`config.mk`:
```
export PLATFORM = sky130hd
export DESIGN_NAME = dvp_sensor_tx
export DESIGN_NICKNAME = d
export VERILOG_FILES = /design/src/rtl/dvp_sensor_tx.sv
export SDC_FILE = /design/constraint.sdc
export NUM_CORES = 1
export LEC_CHECK = 0
export ABC_AREA = 1
export CAP_MARGIN = 20
export CELL_PAD_IN_SITES_DETAIL_PLACEMENT = 0
export CELL_PAD_IN_SITES_GLOBAL_PLACEMENT = 2
export CORE_MARGIN = 2
export CORE_UTILIZATION = 35
export CTS_CLUSTER_DIAMETER = 30
export CTS_CLUSTER_SIZE = 28
export DETAILED_ROUTE_END_ITERATION = 6
export HOLD_SLACK_MARGIN = 0.05
export PLACE_DENSITY = 0.93
export SLEW_MARGIN = 20
export SYNTH_ARGS = -nofsm -noshare
export SYNTH_HDL_FRONTEND = slang
export SYNTH_SLANG_ARGS = --single-unit
```
`constraint.sdc`:
```
create_clock -name clk_i -period 4.6 [get_ports clk_i]
set_input_delay 0.69 -clock clk_i [delete_from_list [all_inputs] [get_ports clk_i]]
set_output_delay 0.69 -clock clk_i [all_outputs]
set_load 0.005 [all_outputs]
```
`src/rtl/dvp_sensor_tx.sv`:
```
// OV-style DVP transmitter: vsync/href/pclk with RGB565 pixels sent high byte first.
// Pixels come from an external show-ahead source or an internal test pattern.
module dvp_sensor_tx #(
  parameter int H_ACTIVE    = 640,
  parameter int H_BLANK_B   = 288,
  parameter int V_ACTIVE    = 480,
  parameter int VSYNC_LINES = 4,
  parameter int V_BACK      = 18,
  parameter int V_FRONT     = 8
) (
  input  logic        clk_i,
  input  logic        rst_n_i,
  input  logic        enable_i,
  input  logic [1:0]  pattern_sel_i,
  input  logic [15:0] pix_i,
  output logic        pix_req_o,
  output logic        cmos_pclk_o,
  output logic        cmos_vsync_o,
  output logic        cmos_href_o,
  output logic [7:0]  cmos_data_o,
  output logic        busy_o,
  output logic [15:0] frame_cnt_o
);
  localparam int LINE_B  = 2*H_ACTIVE + H_BLANK_B;
  localparam int FRAME_L = VSYNC_LINES + V_BACK + V_ACTIVE + V_FRONT;
  localparam int BCW     = $clog2(LINE_B);
  localparam int LNW     = $clog2(FRAME_L + 1);

  localparam logic [BCW-1:0] BC_LAST   = BCW'(LINE_B - 1);
  localparam logic [BCW-1:0] HREF_END  = BCW'(2*H_ACTIVE);
  localparam logic [LNW-1:0] L_VS_END  = LNW'(VSYNC_LINES - 1);
  localparam logic [LNW-1:0] L_VB_END  = LNW'(VSYNC_LINES + V_BACK - 1);
  localparam logic [LNW-1:0] L_ACT_END = LNW'(VSYNC_LINES + V_BACK + V_ACTIVE - 1);
  localparam logic [LNW-1:0] L_FR_END  = LNW'(FRAME_L - 1);

  typedef enum logic [2:0] {S_IDLE, S_VSYNC, S_VBACK, S_ACTIVE, S_VFRONT} state_t;

  state_t           r_state, w_nstate;
  logic             r_ph;
  logic [BCW-1:0]   r_bc, w_nbc;
  logic [LNW-1:0]   r_ln, w_nln, r_y, w_ny;
  logic             w_bstart, w_last, w_fstart, w_fdone;
  logic [1:0]       r_pat;
  logic [15:0]      r_solid, w_src, w_barpix;
  logic [7:0]       r_lo, w_ndata;
  logic             w_nhref, w_nvsync, w_nreq;
  logic [BCW-2:0]   w_x;
  logic [2:0]       w_bar;
  logic             r_req, r_vsync, r_href;
  logic [7:0]       r_data;
  logic [15:0]      r_fcnt;

  // IDLE treats every cycle as a byte boundary so a run request is taken immediately.
  assign w_bstart = (r_state == S_IDLE) | r_ph;
  assign w_last   = (r_bc == BC_LAST);

  always_ff @(posedge clk_i or negedge rst_n_i) begin
    if (!rst_n_i)      r_state <= S_IDLE;
    else if (w_bstart) r_state <= w_nstate;
  end

  always_comb begin
    w_nstate = r_state;
    w_nbc    = r_bc + 1'b1;
    w_nln    = r_ln;
    w_ny     = r_y;
    w_fstart = 1'b0;
    w_fdone  = 1'b0;
    if (r_state == S_IDLE) begin
      w_nbc = '0;
      w_nln = '0;
      w_ny  = '0;
      if (enable_i) begin
        w_nstate = S_VSYNC;
        w_fstart = 1'b1;
      end
    end else if (w_last) begin
      w_nbc = '0;
      w_nln = r_ln + 1'b1;
      if (r_state == S_ACTIVE) w_ny = r_y + 1'b1;
      case (r_state)
        S_VSYNC:  if (r_ln == L_VS_END)  w_nstate = S_VBACK;
        S_VBACK:  if (r_ln == L_VB_END)  w_nstate = S_ACTIVE;
        S_ACTIVE: if (r_ln == L_ACT_END) w_nstate = S_VFRONT;
        S_VFRONT: if (r_ln == L_FR_END) begin
          w_fdone  = 1'b1;
          w_nln    = '0;
          w_ny     = '0;
          w_nstate = enable_i ? S_VSYNC : S_IDLE;
          w_fstart = enable_i;
        end
        default: ;
      endcase
    end
  end

  // Everything below describes the byte that starts at the next byte boundary.
  always_comb begin
    w_nvsync = (w_nstate == S_VSYNC);
    w_nhref  = (w_nstate == S_ACTIVE) && (w_nbc < HREF_END);
    w_x      = w_nbc[BCW-1:1];
    w_bar    = 3'((32'(w_x) * 8) / H_ACTIVE);
    case (w_bar)
      3'd0:    w_barpix = 16'hFFFF;
      3'd1:    w_barpix = 16'hFFE0;
      3'd2:    w_barpix = 16'h07FF;
      3'd3:    w_barpix = 16'h07E0;
      3'd4:    w_barpix = 16'hF81F;
      3'd5:    w_barpix = 16'hF800;
      3'd6:    w_barpix = 16'h001F;
      default: w_barpix = 16'h0000;
    endcase
    case (r_pat)
      2'd0:    w_src = pix_i;
      2'd1:    w_src = w_barpix;
      2'd2:    w_src = {8'(w_ny), 8'(w_x)};
      default: w_src = r_solid;
    endcase
    w_ndata = 8'h00;
    if (w_nhref) w_ndata = w_nbc[0] ? r_lo : w_src[15:8];
    w_nreq = w_nhref && !w_nbc[0] && (r_pat == 2'd0);
  end

  always_ff @(posedge clk_i or negedge rst_n_i) begin
    if (!rst_n_i) begin
      r_ph    <= 1'b0;
      r_bc    <= '0;
      r_ln    <= '0;
      r_y     <= '0;
      r_pat   <= 2'd0;
      r_solid <= 16'h0000;
      r_lo    <= 8'h00;
      r_req   <= 1'b0;
      r_vsync <= 1'b0;
      r_href  <= 1'b0;
      r_data  <= 8'h00;
      r_fcnt  <= 16'h0000;
    end else begin
      r_ph  <= (r_state != S_IDLE) ? ~r_ph : 1'b0;
      // Strobe during the pclk-high half preceding an even byte; pix_i is taken at its start.
      r_req <= (r_state != S_IDLE) && !r_ph && w_nreq;
      if (w_bstart) begin
        r_bc    <= w_nbc;
        r_ln    <= w_nln;
        r_y     <= w_ny;
        r_vsync <= w_nvsync;
        r_href  <= w_nhref;
        r_data  <= w_ndata;
        if (w_nhref && !w_nbc[0]) r_lo <= w_src[7:0];
        if (w_fstart) begin
          r_pat   <= pattern_sel_i;
          r_solid <= pix_i;
        end
        if (w_fdone) r_fcnt <= r_fcnt + 16'd1;
      end
    end
  end

  assign pix_req_o    = r_req;
  assign cmos_pclk_o  = r_ph;
  assign cmos_vsync_o = r_vsync;
  assign cmos_href_o  = r_href;
  assign cmos_data_o  = r_data;
  assign busy_o       = (r_state != S_IDLE);
  assign frame_cnt_o  = r_fcnt;
endmodule

```
==> flow_metrics.env <==
export IMPL_status="completed"
export IMPL_antenna_cells=0
export IMPL_drtAntennaViolNets=0
export IMPL_drt_iter0_drc=201
export IMPL_synth_cell_types=47
export IMPL_cts_root_buf="clkbuf_16"
export IMPL_netlist_area_sq_mm=0.005079
export IMPL_clk_path_buf_depth=2
export IMPL_cts_made_buffers=9
export IMPL_hold_viol=0
export IMPL_clk_latency_ns=0.34
export IMPL_avgSynthCellArea_sq_um=7.948
export IMPL_h_tree_depth=3
export IMPL_setup_tns_final_ns=0
export IMPL_timing_rr_start="r_bc[0]"
export IMPL_rows=44
export IMPL_syn_nets=666
export IMPL_synth_edf_count=0
export IMPL_overflow=0
export IMPL_skew_ns=0.008879
export IMPL_core_area_sq_mm=0.01437
export IMPL_synthTopCellsByCount="nand2_1 (138), dfrtp_1 (85), inv_1 (65)"
export IMPL_power_density_mw_per_mm2=248.4
export IMPL_yosysMostFrequentCell="nand2_1"
export IMPL_area_growth_pct=19.56
export IMPL_worstSetupStartpoint="r_bc[0]"
export IMPL_hp_class="input port to async pin"
export IMPL_synthCells=639
export IMPL_reg2reg_slack_ns=1.17
export IMPL_dieArea_sq_mm=0.01549
export IMPL_port_buffers=49
export IMPL_ys_async_sr_fraction_pct=100.0
export IMPL_path_clk_slew_ns=0.07
export IMPL_gp_congestion=0.8806
export IMPL_post_cts_resized=0
export IMPL_io_pins=50
export IMPL_maxSlewHeadroom_pct=35.07
export IMPL_drc_errors=0
export IMPL_seq_area_frac_synth_pct=41.88
export IMPL_place_area_sq_mm=0.005779
export IMPL_postCtsSetupBuffers=0
export IMPL_drv_slew=0
export IMPL_final_area_sq_mm=0.006072
export IMPL_power_total_mw=1.508
export IMPL_worstPathRequired_ns=4.82
export IMPL_layout_drive_gt1_share_pct=14.20
export IMPL_cap_violations=0
export IMPL_ir_drop_v=0.0001353
export IMPL_hpwl_mm=9.837
export IMPL_cts_hold_buf=0
export IMPL_arrival_ns=3.65
export IMPL_hold_ws_ns=0.3738
export IMPL_via_count=4438
export IMPL_via_per_inst=5.037
export IMPL_die_h_um=124.5
export IMPL_grt_start_max_net_pins=51
export IMPL_yosys_warnings=0
export IMPL_fmax_mhz=291.5
export IMPL_grt_pass1_vias=4453
export IMPL_synthTopCellsByArea="dfrtp_1 (42%), nand2_1 (10%), inv_1 (4.8%), o21ai_0 (4.6%), nor2_1 (4.1%)"
export IMPL_fillCellCount=1420
export IMPL_start_util_pct=35.34
export IMPL_drt_total_wl_mm=13.28
export IMPL_cts_sinks=85
export IMPL_cts_tree="built"
export IMPL_multi_input_area_sq_mm=0.002582
export IMPL_yosys_area_top_type="dfrtp_1"
export IMPL_placedCellCount=865
export IMPL_crit_path_end_kind="flip-flop"
export IMPL_instances_no_fill=881
export IMPL_period_needed_ns=3.431
export IMPL_die_x_um=124.5
export IMPL_synth_top_area_share_pct=41.88
export IMPL_ff2ff_path_depth=11
export IMPL_firstDrtPassIters=4
export IMPL_synth_ff_type="dfrtp_1"
export IMPL_avgRoutedWirePerCell_um=15.08
export IMPL_grt_usage_pct=17.52
export IMPL_nets=719
export IMPL_tightest_slew_ns=0.9717
export IMPL_worstPathMaxFanout=27
export IMPL_rsz0062_at_grt="false"
export IMPL_setup_viol=0
export IMPL_p_leak_nw=2.814
export IMPL_worstReg2RegEnd="r_solid[5]"
export IMPL_seq_area_sq_mm=0.002127
export IMPL_setup_worst_path_start_class="flip-flop"
export IMPL_grt_pass1_wl_mm=22.25
export IMPL_antenna_found_initial=0
export IMPL_synth_seq_cells=85
export IMPL_fin_crit_sh_pct=74.59
export IMPL_criticalPathCategory="flip-flop to flip-flop"
stage by stage:
step           util (%)  setup slack, ns
3_5_place_dp      40.22            1.188
6_report          42.26            1.169
5_1_grt           42.26           0.8218
2_1_floorplan         -            1.731
3_3_place_gp      40.22            1.311
4_1_cts           42.26            1.175
power by group:
part           internal, mW  total [mW]  leakage, nW  switching (mW)
Clock                 0.390       0.716        0.142           0.325
Combinational        0.0168      0.0397         1.56          0.0230
Sequential            0.750       0.752         1.11         0.00262
Total                  1.16        1.51         2.81           0.351
layout by cell type (no fill, tap or decap), drive strengths merged:
cell,count
nand2,154
dfrtp,85
inv,85
nor2,72
o21ai,60
nand3,49
clkdlybuf4s50,48
a21oi,19
xor2,18
nand4,14
o211ai,11
clkbuf,10
nor3,9
mux2,8
a221oi,7
ha,6
nor4,6
o2111ai,5
a211oi,5
buf,5
clkinv,5
o22ai,3
a31oi,2
nand3b,2
xnor2,2
or2,2
a21o,1
a21boi,1
and3,1
o21a,1
clkinvlp,1
cell families after synthesis:
kind of cell	count (synthesis)	share of synthesized area, %
and+or+nand+nor	309	30.35
DFF	85	41.88
AOI/OAI and AO/OA	115	13.75
muxes	8	1.774
buffers and inverters	96	7.317
xor gates and xnor gates	20	3.449
adders and majority gates	6	1.478
worst max-delay path, cell delays in order (launching register included):
cell and delay, ns:
dfrtp_1 0.41, ha_1 0.19, nand2_1 0.10, nor2_4 0.20, nand3_1 0.19, nand2_2 0.17, inv_1 0.10, nor2_1 0.38
inv_2 0.16, nor2_2 0.28, nand2_1 0.62, mux2_2 0.50
sequential cells by signal, summed over array words and instances (netlist names):
register and count:
cmos_data_o 8, r_pat 2, cmos_href_o 1, r_state 3, pix_req_o 1, cmos_pclk_o 1
r_solid 16, r_ln 9, r_bc 11, frame_cnt_o 16, r_lo 8, r_y 8
cmos_vsync_o 1
per-layer routing:
metal,vias to the layer above,wire length (um),global-route usage (%)
met5,-,0,0
met4,0,229,5.618
met3,15,450,2.191
met2,76,6524,29.80
met1,2113,6078,23.23
li1,2234,-,-
final cells by class:
cell class,count,share of cell area (%)
repair buffers,53,8.531
well taps,184,3.791
clock buffers,10,3.936
multi-input cells,458,42.53
inverters,85,5.296
clock inverters,6,0.8861
flip-flops and latches,85,35.03
how the worst max path moves through the flow:
stage / endpoint
2_1_floorplan: r_lo[2]
5_1_grt: r_solid[13]
4_1_cts: r_solid[13]
6_report: r_solid[5]
3_5_place_dp: r_solid[13]
3_3_place_gp: r_solid[7]
No activity file was read; power rests on OpenSTA's default activity.
